## src/rtl/seq_mul_pkg.sv

```systemverilog
// Shared types and sizing helpers for the sequential shift-add multiplier.
package seq_mul_pkg;

  typedef enum logic [1:0] {
    IDLE = 2'd0,
    CALC = 2'd1,
    DONE = 2'd2
  } state_t;

  // Width of the iteration counter that walks multiplier bits 0..width-1.
  function automatic int cnt_w(input int width);
    return (width < 2) ? 1 : $clog2(width);
  endfunction

endpackage

```

## src/rtl/seq_mul_dp.sv

```systemverilog
// Shift-add datapath: operand registers, accumulator, iteration counter and
// the per-iteration add/subtract step.
module seq_mul_dp
  import seq_mul_pkg::*;
#(
  parameter int WIDTH = 16
) (
  input  logic               clk,
  input  logic               rst,
  input  logic               load,
  input  logic               step,
  input  logic [WIDTH-1:0]   a,
  input  logic [WIDTH-1:0]   b,
  input  logic               sgn,
  output logic [2*WIDTH-1:0] acc_nxt,
  output logic               last
);

  localparam int CW = cnt_w(WIDTH);
  localparam int PW = 2 * WIDTH;
  localparam logic [CW-1:0] LAST_IT = CW'(WIDTH - 1);

  // mcand_q holds the extended multiplicand already shifted left by the
  // current iteration index; mplier_q shifts right so bit 0 is always bit i.
  logic [PW-1:0]    mcand_q;
  logic [PW-1:0]    acc_q;
  logic [WIDTH-1:0] mplier_q;
  logic             sgn_q;
  logic [CW-1:0]    cnt_q;

  always_comb begin
    last    = (cnt_q == LAST_IT);
    acc_nxt = acc_q;
    if (mplier_q[0]) begin
      // The top multiplier bit carries negative weight in two's complement.
      if (sgn_q && last) acc_nxt = acc_q - mcand_q;
      else               acc_nxt = acc_q + mcand_q;
    end
  end

  always_ff @(posedge clk or posedge rst) begin
    if (rst) begin
      mcand_q  <= '0;
      acc_q    <= '0;
      mplier_q <= '0;
      sgn_q    <= 1'b0;
      cnt_q    <= '0;
    end else if (load) begin
      mcand_q  <= sgn ? {{WIDTH{a[WIDTH-1]}}, a} : {{WIDTH{1'b0}}, a};
      acc_q    <= '0;
      mplier_q <= b;
      sgn_q    <= sgn;
      cnt_q    <= '0;
    end else if (step) begin
      acc_q    <= acc_nxt;
      mcand_q  <= mcand_q << 1;
      mplier_q <= mplier_q >> 1;
      cnt_q    <= cnt_q + CW'(1);
    end
  end

endmodule

```

## src/rtl/seq_mul_vr.sv

```systemverilog
// Sequential signed/unsigned multiplier with valid/ready on both sides;
// owns the FSM, handshakes and the registered product.
module seq_mul_vr
  import seq_mul_pkg::*;
#(
  parameter int WIDTH = 16
) (
  input  logic               clk,
  input  logic               rst,
  input  logic               src_val,
  output logic               src_ready,
  input  logic [WIDTH-1:0]   multiplicand,
  input  logic [WIDTH-1:0]   multiplier,
  input  logic               is_signed,
  output logic               dest_val,
  input  logic               dest_ready,
  output logic [2*WIDTH-1:0] product
);

  // Handshake: a transfer happens on any rising edge where val && ready are
  // both high; a producer holds val and data until that edge, and dest_val
  // and product stay frozen until the consumer's ready edge.
  state_t             state_q;
  state_t             state_d;
  logic               accept;
  logic               step;
  logic               last;
  logic [2*WIDTH-1:0] acc_nxt;

  assign accept = src_val && src_ready;
  assign step   = (state_q == CALC);

  always_comb begin
    src_ready = 1'b0;
    case (state_q)
      IDLE:    src_ready = 1'b1;
      DONE:    src_ready = dest_ready;
      default: src_ready = 1'b0;
    endcase
  end

  always_comb begin
    state_d = state_q;
    case (state_q)
      IDLE: if (accept) state_d = CALC;
      CALC: if (last) state_d = DONE;
      DONE: if (dest_ready) state_d = src_val ? CALC : IDLE;
      default: state_d = IDLE;
    endcase
  end

  always_ff @(posedge clk or posedge rst) begin
    if (rst) begin
      state_q  <= IDLE;
      dest_val <= 1'b0;
      product  <= '0;
    end else begin
      state_q <= state_d;
      if (step && last) begin
        product  <= acc_nxt;
        dest_val <= 1'b1;
      end else if (state_q == DONE && dest_ready) begin
        dest_val <= 1'b0;
      end
    end
  end

  seq_mul_dp #(.WIDTH(WIDTH)) u_dp (
    .clk     (clk),
    .rst     (rst),
    .load    (accept),
    .step    (step),
    .a       (multiplicand),
    .b       (multiplier),
    .sgn     (is_signed),
    .acc_nxt (acc_nxt),
    .last    (last)
  );

endmodule

```

## config.mk

```make
export PLATFORM = sky130hd
export DESIGN_NAME = seq_mul_vr
export DESIGN_NICKNAME = d
export VERILOG_FILES = /design/src/rtl/seq_mul_pkg.sv /design/src/rtl/seq_mul_dp.sv /design/src/rtl/seq_mul_vr.sv
export SDC_FILE = /design/constraint.sdc
export NUM_CORES = 1
export LEC_CHECK = 0
export CAP_MARGIN = 20
export CORE_UTILIZATION = 60
export CTS_BUF_LIST = sky130_fd_sc_hd__clkbuf_8
export CTS_CLUSTER_DIAMETER = 60
export DETAILED_ROUTE_END_ITERATION = 8
export PLACE_DENSITY = 0.82
export SYNTH_ARGS = -nofsm -noshare
export SYNTH_HDL_FRONTEND = slang
export SYNTH_SLANG_ARGS = --single-unit
```

## constraint.sdc

```tcl
create_clock -name clk -period 5.6 [get_ports clk]
set_input_delay 1.12 -clock clk [delete_from_list [all_inputs] [get_ports clk]]
set_output_delay 1.12 -clock clk [all_outputs]
set_load 0.01 [all_outputs]
```

; ---- After elaboration in Yosys (flattened, before gate mapping)
; Cells that the tools add are included.
[classes]
shifts = 0
reduce_logical = 8
mux = 19
multipliers = 0
div_mod_pow = 0
n_eq_ne = 6
n_addsub = 3
order_cmp = 0
bitwise = 0
[ops]
columns = op, n
row1 = $mux W32, 7
row2 = $add A32 B32 Y32, 1
row3 = $mux W16, 2
row4 = $sub A32 B32 Y32, 1
row5 = $mux W4, 2
row6 = $mux W2, 3
row7 = $pmux W2 S3, 1
row8 = $add A4 B1 Y4 const B, 1
row9 = $eq A4 B4 Y1 const B, 1
row10 = $logic_and A1 B1 Y1, 4
row11 = $ne A2 B2 Y1 const B, 2
row12 = $reduce_bool A2 Y1, 2
row13 = $mux W1, 3
row14 = $reduce_and A3 Y1, 1
row15 = $eq A2 B1 Y1 const B, 1
row16 = $eq A2 B2 Y1 const B, 1
row17 = $logic_not A2 Y1, 1
row18 = $ne A2 B1 Y1 const B, 1
row19 = $pmux W1 S2, 1
[totals]
reg_bits = 120
latchBits = 0
memories = 0
output_inout_bits = 34
ramBits = 0
input_bits = 37
romBits = 0
wordCells = 44

; ---- Longest topological paths before layout
; Gate-level depths: netlist (run 1).
[depth]
ltp_word = 6
mapped_depth = 17
mapped_depth_nobuf = 16

; ---- Modules after synthesis
; A second synthesis (run 1) with hierarchy kept.
[unflattened]
cells_unflattened = 864
hier_area_um2 = 8140.3
[modules_own_cells]
columns = module, instances, cells_each, area_each_um2, seq_area_each_um2
row1 = seq_mul_dp, 1, 780, 6673.9, 2127.0
row2 = seq_mul_vr, 1, 84, 1466.4, 875.8

; ---- Worst setup path before layout (run 1)
; Ideal clock, no wire load.
[synth_path]
kind = register to register
startpoint = register u_dp.mcand_q[2]
endpoint = register product[29]
required_time_ns = 5.470
arrival_ns = 3.687
period_less_slack_ns = 3.817
slack_ns = 1.783
stages_incl_launch_ff = 17
path_buffers = 1
setup_time_ns = 0.130
cell_sequence = dfrtp_1 clkbuf_1 nor4_1 nand2_1 nor4_2 nand2_1 o31ai_1 xor2_1 ha_1 a21oi_1 o21ai_1 a21o_1 a211o_1 a31o_2 a41oi_1 xor2_1 o21ai_0
[synth_between]
elab_chain_cells = 3
elab_cells_between_ends = 4
cone_classes = 2 x add/sub / 2 x mux
[synth_lines]
columns = element, line_no
row1 = from (decl), seq_mul_dp.sv:25  ; logic [PW-1:0] mcand_q;
row2 = from (signal assigned), seq_mul_dp.sv:49  ; mcand_q <= sgn ? {{WIDTH{a[WIDTH-1]}}, a} : {{WIDTH{1'b0}}, a};
row3 = from (signal assigned), seq_mul_dp.sv:56  ; mcand_q <= mcand_q << 1;
row4 = $add A32 B32 Y32 / $sub A32 B32 Y32 (equally long branches), "seq_mul_dp.sv:37, seq_mul_dp.sv:36"
row5 = $mux W32 (*), seq_mul_dp.sv:36  ; if (sgn_q && last) acc_nxt = acc_q - mcand_q;
row6 = $mux W32 (*), seq_mul_dp.sv:34  ; if (mplier_q[0]) begin
row7 = to (signal assigned), seq_mul_vr.sv:60  ; product <= acc_nxt;
row8 = to (decl), seq_mul_vr.sv:17  ; output logic [2*WIDTH-1:0] product
; Mark *: on every way between the ends. The rest lies on a longest branch, timed or not.
; A chain may end at the register's enable or synchronous reset.

; ---- Worst setup path after layout (run 1)
[layout_path]
startpoint = register u_dp.cnt_q[0]
endpoint = register u_dp.acc_q[29]
[layout_between]
elab_chain_cells = 6
[layout_lines]
columns = element, line_no
row1 = from (decl), seq_mul_dp.sv:29  ; logic [CW-1:0] cnt_q;
row2 = from (signal assigned), seq_mul_dp.sv:58  ; cnt_q <= cnt_q + CW'(1);
row3 = $eq A4 B4 Y1, seq_mul_dp.sv:32  ; last = (cnt_q == LAST_IT);
row4 = $logic_and A1 B1 Y1, seq_mul_dp.sv:36
row5 = $mux W32, seq_mul_dp.sv:36
row6 = $mux W32, seq_mul_dp.sv:34
row7 = $mux W32, seq_mul_dp.sv:54  ; end else if (step) begin
row8 = $mux W32, seq_mul_dp.sv:48  ; end else if (load) begin
row9 = to (signal assigned), seq_mul_dp.sv:55  ; acc_q <= acc_nxt;
row10 = to (decl), seq_mul_dp.sv:26  ; logic [PW-1:0] acc_q;
; Every way passes these cells. The select of a mux whose other input is x is not followed.

==> qor.csv, run 1 <==
metric;value;unit
status;complete, but fails checks;
violated checks;design-rule violations;
# port buffers;70;
Critical Path RT;5.89;ns
fin. max-slew vios;0;
skew final;0.00797;ns
ANT cells;0;
most frequent cell after synthesis;nand2_1;
DIE WIDTH;112;um
post-layout min period;4.50;ns
GRT overflow;0;
Setup TNS;0;ns
Hold EP;product[5]$_DFFE_PP0P_;
worst min path class;reg2reg;
CP Capture Type;flip-flop;
HP Start;product[5]$_DFFE_PP0P_;
Clock Latency Late Sink;0.45;ns
FF+latch count, synth;120;
Worst-Margin Slew;1.08;ns
GP Congestion;0.965;
Yosys warning count;0;
Post-route DRC;2;
DRT antenna net count;0;
peak supply drop;0.000428;V
vias in the first global route;6137;
R2R Path Start;u_dp.cnt_q[0]$_DFFE_PP0P_;
non-filler cells, final;1028;
LEAKAGE;3.87;nW
largest net degree at the start of global routing;80;
Synth Instances;825;
pwr dens;724;nW/um^2
critical path class;reg2reg;
CP startpoint kind;flip-flop;
Max FO, Critical Path;21;
Core Area;11600;um^2
worst endpoint data arrival time;4.78;ns
register area share after synthesis;41.3;%
Post-synth top cells;nand2_1 (155), dfrtp_1 (120), o21ai_0 (65);
initial core utilization;62.6;%
first-pass GRT wire length;31.1;mm
number of antenna violations at the first check in global routing;0;
Pre-antenna DRT Iters;9;
WL per Instance;18.3;um
# setup viols final;0;
fin crit share;80.3;%
CTS tree;yes;
Hold Buf Count CTS;0;
Crit Reg-Reg Endpoint;u_dp.acc_q[29]$_DFFE_PP0P_;
fmax;222;MHz
CTS root buf;clkbuf_8;
Sw Share;47.9;%
Filler Cells Inserted;914;
DR vias;6402;
Syn-to-layout area delta;16.0;%
Setup WS post-layout;1.10;ns
setup bufs post-CTS;0;
fraction of layout cells with a size suffix above 1;5.54;%
die footprint;12600;um^2
most area-consuming cells after synthesis;dfrtp_1 (41%), nand2_1 (8.0%), ha_1 (5.7%);
post-synth design cell area;7270;um^2
Post-CTS Resized;0;
CTS HTree Levels;4;
sequential share of power;26.6;%
CTS Buf Count;17;
Site Rows;39;
post-synth top area cell;dfrtp_1;
dpl ws;1.21;ns
post-synth net total;896;
Internal;3.18;mW
I/O pin count;71;
reg2reg setup slack;1.10;ns
clk buf depth;2;
Top FF cell, synth;dfrtp_1;
Post-synth EDFFs;0;
NetSw;2.93;mW
synth unique cells;55;
Worst Hold Depth;2;
number of max-cap violations;0;
clock transition at the registers of the reported paths;0.07;ns
Sink Count;120;
Die Y;112;um
Post-Route WL;18.8;mm
Synth Area per Inst;8.82;um^2
cells on worst reg2reg path;14;
power share of the clock group;12.2;%
combinational power share;61.2;%
async set-reset flop share out of synthesis;100;%
Slew HR;27.7;%
total chip power;6.11;mW
RSZ-0062 raised after global routing;false;
Post-DP HPWL;13.5;mm
GRT Util Overall;31.7;%
vias per cell;6.23;
initial drt markers;473;
Synth top area share;41.3;%
Cells after DPL;997;
Layout Nets;946;
endpoints failing hold;0;
[cell usage in the layout (no fill, tap or decap), types with 10 or more instances in the layout]
master           instances
nand2_1                154
dfrtp_1                120
clkdlybuf4s50_1         70
o21ai_0                 65
a21oi_1                 48
nand3_1                 48
xor2_1                  37
ha_1                    33
nor2_1                  28
a22oi_1                 28
xnor2_1                 26
mux2i_1                 25
o21ai_1                 19
clkbuf_8                19
inv_1                   15
a21o_1                  11
a31oi_1                 11
o31ai_1                 10
nor3b_1                 10
[per-stage QoR]
stage / util (%) / cell area, um^2 / hold slack (ns)
after detailed placement: 69.2 / 8040 / 0.456
after global routing: 72.6 / 8430 / 0.496
after floorplan: - / 7270 / 0.446
final: 72.6 / 8430 / 0.465
after CTS: 72.4 / 8410 / 0.469
after global placement: 69.2 / 8040 / 0.454
[worst max path at each step]
stage / from / end / slack [ns] / cells past startpoint
floorplan: rst / dest_val$_DFFE_PP0P_ / 1.29 / 1
global placement: u_dp.mcand_q[2]$_DFFE_PP0P_ / u_dp.acc_q[29]$_DFFE_PP0P_ / 1.33 / 15
detailed placement: u_dp.mcand_q[2]$_DFFE_PP0P_ / u_dp.acc_q[29]$_DFFE_PP0P_ / 1.21 / 15
CTS: u_dp.mcand_q[2]$_DFFE_PP0P_ / u_dp.acc_q[29]$_DFFE_PP0P_ / 1.18 / 15
global route: u_dp.mcand_q[2]$_DFFE_PP0P_ / u_dp.acc_q[29]$_DFFE_PP0P_ / 0.75 / 15
finish: u_dp.cnt_q[0]$_DFFE_PP0P_ / u_dp.acc_q[29]$_DFFE_PP0P_ / 1.10 / 14
[power by group through the flow]
| stage | Combinational (mW) | Sequential, mW | Clock (mW) |
|---|---|---|---|
| after floorplan | 2.71 | 1.56 | 0 |
| after global placement | 3.56 | 1.59 | 0 |
| after detailed placement | 3.67 | 1.62 | 0 |
| after CTS | 3.68 | 1.61 | 0.754 |
| after global routing | 4.11 | 1.67 | 0.790 |
| final | 3.74 | 1.62 | 0.744 |
[routing by layer]
layer,track usage [%],vias up,routed length [um]
li1,-,3040,-
met1,43.8,3091,8650
met2,49.7,240,8600
met3,7.02,31,1240
met4,10.8,0,335
met5,0,-,0
[critical path, stage by stage (launching register included)]
cell,delay (ns)
dfrtp_1,0.41
ha_1,0.23
and3_1,0.27
nand2_1,0.60
o31ai_1,0.24
xor2_1,0.28
ha_1,0.35
a21oi_1,0.21
o21ai_0,0.15
o2bb2ai_1,0.19
o31ai_1,0.54
o21ai_1,0.24
a41oi_1,0.29
xor2_1,0.21
o21ai_1,0.09
[flip-flops by register name, summed over array words and instances (netlist names)]
register,cells
u_dp.mplier_q,16
u_dp.cnt_q,4
u_dp.acc_q,32
u_dp.mcand_q,32
dest_val,1
u_dp.sgn_q,1
state_q,2
product,32
[cell families after synthesis]
logic type | count (synthesis) | synth area share [%]
muxes | 25 | 3.44
adders and majority gates | 34 | 5.95
AOI/OAI and AO/OA | 236 | 20.5
DFF | 120 | 41.3
xor gates and xnor gates | 63 | 7.59
buffers and inverters | 62 | 3.20
and+or+nand+nor | 285 | 18.0
[area by class of cell]
| class | instances | area, um^2 | area share, % |
|---|---|---|---|
| clock buffer | 19 | 262 | 3.10 |
| clock inverter | 10 | 108 | 1.28 |
| inverter | 14 | 55.1 | 0.653 |
| multi-input combinational | 643 | 4050 | 48.0 |
| sequential | 120 | 3000 | 35.6 |
| tap | 143 | 179 | 2.12 |
| timing repair buffer | 79 | 781 | 9.26 |
No activity file was read; power rests on OpenSTA's default activity.
==> run 2: changes to the inputs <==
CORE_UTILIZATION = 54   (was 60)
PLACE_DENSITY = 0.78   (was 0.82)
clock period = 3.8 ns   (was 5.6 ns; I/O delays follow)
==> qor.csv, run 2 (synthesized netlist as in run 1, its figures left out) <==
metric;value;unit;change
CP Capture Type;flip-flop;;
CTS HTree Levels;4;;unchanged
# setup viols final;0;;unchanged
status;complete, no violations;;
Max FO, Critical Path;5;;-76%
CP startpoint kind;flip-flop;;
vias per cell;5.84;;-6.2%
Filler Cells Inserted;1008;;+10%
GRT overflow;0;;unchanged
LEAKAGE;4.40;nW;+14%
HP Start;product[5]$_DFFE_PP0P_;;
fin crit share;97.7;%;+17 points
CTS tree;yes;;
endpoints failing hold;0;;unchanged
reg2reg setup slack;0.09;ns;-1.02 ns
Critical Path RT;4.12;ns;-1.77 ns
Post-DP HPWL;15.4;mm;+15%
Crit Reg-Reg Endpoint;product[29]$_DFFE_PP0P_;;
largest net degree at the start of global routing;121;;+51%
I/O pin count;71;;unchanged
initial drt markers;469;;-0.85%
number of max-cap violations;0;;unchanged
DR vias;6732;;+5.2%
worst min path class;reg2reg;;
Core Area;13200;um^2;+14%
Post-route DRC;0;;-2
Slew HR;33.6;%;+5.9 points
Syn-to-layout area delta;31.8;%;
post-layout min period;3.71;ns;-0.785 ns
GP Congestion;0.930;;-3.5%
Die Y;118;um;+5.3%
cells on worst reg2reg path;15;;+1
R2R Path Start;u_dp.mcand_q[9]$_DFFE_PP0P_;;
die footprint;13900;um^2;+11%
critical path class;reg2reg;;
most frequent cells in the layout;nand2_1 (149), dfrtp_1 (120), buf_4 (94), clkdlybuf4s50_1 (70), o21ai_0 (57);;
ANT cells;0;;unchanged
# port buffers;70;;unchanged
initial core utilization;55.1;%;-7.5 points
DIE WIDTH;118;um;+5.3%
commonest non-fill, non-tap cell in the layout;nand2_1;;
fmax;269;MHz;+21%
worst endpoint data arrival time;4.03;ns;-0.75 ns
number of antenna violations at the first check in global routing;0;;unchanged
clock transition at the registers of the reported paths;0.07;ns;about the same
Hold Buf Count CTS;0;;unchanged
skew final;0.0128;ns;+0.00483 ns
GRT Util Overall;31.5;%;-0.23 points
Min Hold Slack;0.472;ns;+0.00757 ns
vias in the first global route;6472;;+5.5%
Clock Latency Late Sink;0.45;ns;about the same
Pre-antenna DRT Iters;5;;-4
CTS root buf;clkbuf_8;;
pwr dens;1100;nW/um^2;+51%
fin. max-slew vios;0;;unchanged
Sink Count;120;;unchanged
total chip power;10.5;mW;+72%
Site Rows;42;;+7.7%
RSZ-0062 raised after global routing;true;;
fraction of layout cells with a size suffix above 1;20.4;%;+15 points
Top Registers;product: 32 flops, u_dp.acc_q: 32 flops, u_dp.mcand_q: 32 flops;;
Layout Nets;1035;;+9.4%
CTS Buf Count;17;;unchanged
first-pass GRT wire length;34.0;mm;+9.6%
Post-Route WL;21.3;mm;+13%
DRT antenna net count;0;;unchanged
peak supply drop;0.000671;V;+57%
clk buf depth;2;;unchanged
Worst Hold Depth;2;;unchanged
Worst-Margin Slew;0.993;ns;-0.0891 ns
Hold EP;product[5]$_DFFE_PP0P_;;
WL per Instance;18.5;um;+0.87%
[run 2: changes by cell type in the layout (fill, tap and decap cells not counted), moves of 4 or more]
cell | before | now
buf_4 | 8 | 94
o21ai_0 | 65 | 57
o21ai_2 | 1 | 5
nand2_2 | 1 | 5
nand2_1 | 154 | 149
a31oi_1 | 11 | 7
a21oi_1 | 48 | 37
o31ai_1 | 10 | 6
xor2_1 | 37 | 33
a21oi_2 | 0 | 9
[run 2: worst max-delay path: stages (launching register included)]
cell	delay, ns
dfrtp_1	0.40
or4_4	0.59
nor4_4	0.33
buf_4	0.20
a31oi_4	0.09
xnor2_2	0.22
ha_4	0.26
a21oi_4	0.16
a21boi_2	0.21
nand2b_1	0.07
o31ai_1	0.26
buf_4	0.21
o21ai_4	0.08
a41oi_2	0.20
xor2_1	0.21
o21ai_1	0.08
[run 2: final cells by class]
class                      count  area (um^2)  area share (%)
clock inverter                12          126            1.32
timing repair buffer         168         1480            15.4
multi-input combinational    643         4440            46.4
tap                          176          220            2.30
sequential                   120         3000            31.3
inverter                      14         56.3           0.587
clock buffer                  19          262            2.73
[run 2: worst max path at each step]
stage	from	cells after the start	slack (ns)	end
after global routing	u_dp.mcand_q[9]$_DFFE_PP0P_	16	-0.08	product[19]$_DFFE_PP0P_
after global placement	u_dp.mcand_q[2]$_DFFE_PP0P_	15	-0.03	product[27]$_DFFE_PP0P_
after CTS	u_dp.cnt_q[0]$_DFFE_PP0P_	14	0.01	product[26]$_DFFE_PP0P_
final	u_dp.mcand_q[9]$_DFFE_PP0P_	15	0.09	product[29]$_DFFE_PP0P_
after floorplan	u_dp.mcand_q[6]$_DFFE_PP0P_	15	0.05	product[29]$_DFFE_PP0P_
after detailed placement	u_dp.mcand_q[2]$_DFFE_PP0P_	15	-0.05	u_dp.acc_q[29]$_DFFE_PP0P_
[run 2: metrics by stage]
| stage | utilization (%) | worst slack [ns] | area (um^2) | instances | TNS [ns] |
|---|---|---|---|---|---|
| 3_5_place_dp | 65.8 | -0.0527 | 8680 | 1107 | -0.205 |
| 3_3_place_gp | 65.8 | -0.0259 | 8680 | 1107 | -0.0358 |
| 5_1_grt | 72.7 | -0.0804 | 9590 | 1152 | -0.799 |
| 2_1_floorplan | - | 0.0537 | 7290 | 825 | 0 |
| 4_1_cts | 69.0 | 0.0137 | 9100 | 1139 | 0 |
| 6_report | 72.7 | 0.0869 | 9590 | 1152 | 0 |
[run 2: power by group]
group	internal, mW	switching (mW)	total [mW]
clock	0.609	0.534	1.14
combinational	3.16	3.83	6.99
sequential	1.85	0.525	2.37
total	5.62	4.89	10.5
[run 2: timing repair]
item                                    in CTS  in global routing
endpoints found under the setup margin       7                 24
setup buffers                                1                 12
gates resized for setup                      4                 79
pin swaps                                    0                 57
[run 2: metal layers]
layer | vias up | global-route usage, % | routed length (um)
li1 | 3221 | - | -
met1 | 3261 | 44.0 | 9690
met2 | 229 | 50.0 | 10000
met3 | 21 | 6.98 | 1330
met4 | 0 | 7.29 | 231
met5 | - | 0 | 0
==> run 3: changes to the inputs <==
ABC_AREA = 1   (was default)
CAP_MARGIN = 0   (was 20)
CORE_UTILIZATION = 55   (was 54)
SLEW_MARGIN = 20   (was default)
==> qor.csv, run 3 <==
metric;value;unit;change
status;complete, but fails checks;;
violated checks;design-rule violations;;
DR vias;7988;;+19%
CP top delay family;simple AND/OR/NAND/NOR gates;;
die footprint;15800;um^2;+13%
worst min path class;reg2reg;;
CP peak stage delay;0.38;ns;-0.21 ns
critical path class;reg2reg;;
post-layout min period;3.37;ns;-0.343 ns
fraction of layout cells with a size suffix above 1;7.21;%;-13 points
# setup viols final;0;;unchanged
setup bufs post-CTS;0;;-1
clock transition at the registers of the reported paths;0.08;ns;about the same
most area-consuming cells after synthesis;dfrtp_1 (36%), nand2_1 (18%), inv_1 (8.3%);;
WL per Instance;15.1;um;-18%
HP Start;product[11]$_DFFE_PP0P_;;
Buf+Inv Stages, Crit Path;4;;+2
async set-reset flop share out of synthesis;100;%;unchanged
Slew HR;45.9;%;+12 points
CTS root buf;clkbuf_8;;
worst endpoint data arrival time;3.71;ns;-0.32 ns
Yosys warning count;0;;unchanged
endpoints failing hold;0;;unchanged
Post-synth top cells;nand2_1 (401), inv_1 (185), dfrtp_1 (120);;
post-synth design cell area;8410;um^2;+16%
CTS Buf Count;17;;unchanged
vias per cell;5.42;;-7.2%
Synth Area per Inst;6.93;um^2;-21%
Site Rows;44;;+4.8%
most frequent cell after synthesis;nand2_1;;
ANT cells;0;;unchanged
Post-synth EDFFs;0;;unchanged
fin. max-slew vios;0;;unchanged
Top Registers;product: 32 flops, u_dp.acc_q: 32 flops, u_dp.mcand_q: 32 flops;;
Critical Path RT;4.14;ns;+0.02 ns
Die Y;126;um;+6.4%
Post-CTS Resized;0;;-4
fmax;297;MHz;+10%
Top FF cell, synth;dfrtp_1;;
Max FO, Critical Path;16;;+11
initial drt markers;592;;+26%
Crit path top cell by count;nand2_1;;
number of max-cap violations;0;;unchanged
CTS tree;yes;;
GP Congestion;0.909;;-2.3%
CP Capture Type;flip-flop;;
Hold Buf Count CTS;0;;unchanged
clk buf depth;2;;unchanged
Sink Count;120;;unchanged
DIE WIDTH;126;um;+6.4%
Synth Instances;1214;;+47%
register area share after synthesis;35.7;%;-5.6 points
Post-DP HPWL;16.6;mm;+7.9%
post-synth net total;1285;;+43%
GRT Util Overall;30.2;%;-1.4 points
Setup TNS;0;ns;unchanged
Clock Latency Late Sink;0.45;ns;about the same
number of antenna violations at the first check in global routing;0;;unchanged
Layout Nets;1347;;+30%
commonest non-fill, non-tap cell in the layout;nand2_1;;
Pre-antenna DRT Iters;7;;+2
vias in the first global route;7695;;+19%
most frequent cells in the layout;nand2_1 (401), inv_1 (185), dfrtp_1 (120), nand3_1 (106);;
CP max-delay cell;dfrtp_1;;
CP startpoint kind;flip-flop;;
Core Area;14700;um^2;+11%
Post-Route WL;22.3;mm;+4.7%
Worst setup startpoint;u_dp.cnt_q[0]$_DFFE_PP0P_;;
largest net degree at the start of global routing;57;;-53%
post-synth top area cell;dfrtp_1;;
R2R Path Start;u_dp.cnt_q[0]$_DFFE_PP0P_;;
Post-route DRC;3;;+3
# port buffers;70;;unchanged
skew final;0.0129;ns;+0.0000837 ns
RSZ-0062 raised after global routing;false;;
CP Cell Sequence;ha_1 > inv_1 > nor3_4 > nand2_4 > inv_2 > o21ai_2 > a21oi_4 > xor2_1 > ha_1 > nand2_1 > inv_1 > nand2_1 > nand2_1 > inv_1 > nand2_1 > a21oi_1 > nand2_1 > nand2_1 > nand3_1 > nand3_1 > nand2_1;;
Syn-to-layout area delta;14.7;%;
Synth top area share;35.7;%;-5.6 points
GRT overflow;0;;unchanged
initial core utilization;57.2;%;+2.1 points
first-pass GRT wire length;37.4;mm;+9.8%
fin crit share;88.7;%;-9.0 points
FF+latch count, synth;120;;unchanged
synth unique cells;44;;-20%
DRT antenna net count;0;;unchanged
I/O pin count;71;;unchanged
Worst-Margin Slew;0.811;ns;-0.182 ns
CTS HTree Levels;4;;unchanged
-- run 3: cell count changes in the layout (fill, tap and decap cells not counted), sizes merged, moves of 27 or more --
cell	change
nand2	+251
nand3	+59
inv	+187
buf	-88
a21oi	-27
o21ai	-28
nor2	+53
-- run 3: area by class of cell --
cell class | instances | area, um^2
clock inverter | 13 | 120
tap | 184 | 230
sequential | 120 | 3000
timing repair buffer | 80 | 801
fill | 1341 | 5050
inverter | 197 | 743
multi-input combinational | 860 | 4490
clock buffer | 19 | 262
-- run 3: worst paths after layout --
check                                          endpoint  slack, ns  cells past startpoint
setup / recovery             u_dp.acc_q[31]$_DFFE_PP0P_       0.43                     21
hold / removal                  product[11]$_DFFE_PP0P_       0.48                      2
setup reg to reg             u_dp.acc_q[31]$_DFFE_PP0P_       0.43                     21
hold reg to reg                 product[11]$_DFFE_PP0P_       0.48                      2
max in group asynchronous  u_dp.mcand_q[25]$_DFFE_PP0P_       2.21                      3
min in group asynchronous   u_dp.mcand_q[1]$_DFFE_PP0P_       0.78                      2
-- run 3: routing by layer --
metal	global-route usage, %	vias to the layer above	routed length (um)
met2	48.7	247	10200
met1	41.5	3708	10400
li1	-	4002	-
met3	5.35	31	1310
met4	8.97	0	391
met5	0	-	0
-- run 3: per-stage QoR --
step	area (um^2)	hold slack [ns]	cells	utilization, %	worst slack, ns
final	9650	0.477	1473	65.6	0.430
after global routing	9650	0.495	1473	65.6	0.0703
after CTS	9650	0.481	1473	65.6	0.467
after detailed placement	9260	0.462	1441	63.0	0.474
after global placement	9260	0.456	1441	63.0	0.402
after floorplan	8410	0.466	1214	-	1.07
-- run 3: cells by family after synthesis --
family / synth area share [%]
and+or+nand+nor: 32.1
buffers and inverters: 10.9
AOI/OAI and AO/OA: 11.7
DFF: 35.7
xor gates and xnor gates: 4.37
adders and majority gates: 5.15
-- run 3: worst min-delay path: cells and delay by family (launching register included) --
| kind | cells | cell delay (ns) |
|---|---|---|
| simple gates | 2 | 0.10 |
| flops | 1 | 0.34 |
Power of run 3 is left out: the tool's default activity adds up to more than one toggle a clock period on the data nets, which glitch-free logic cannot reach.
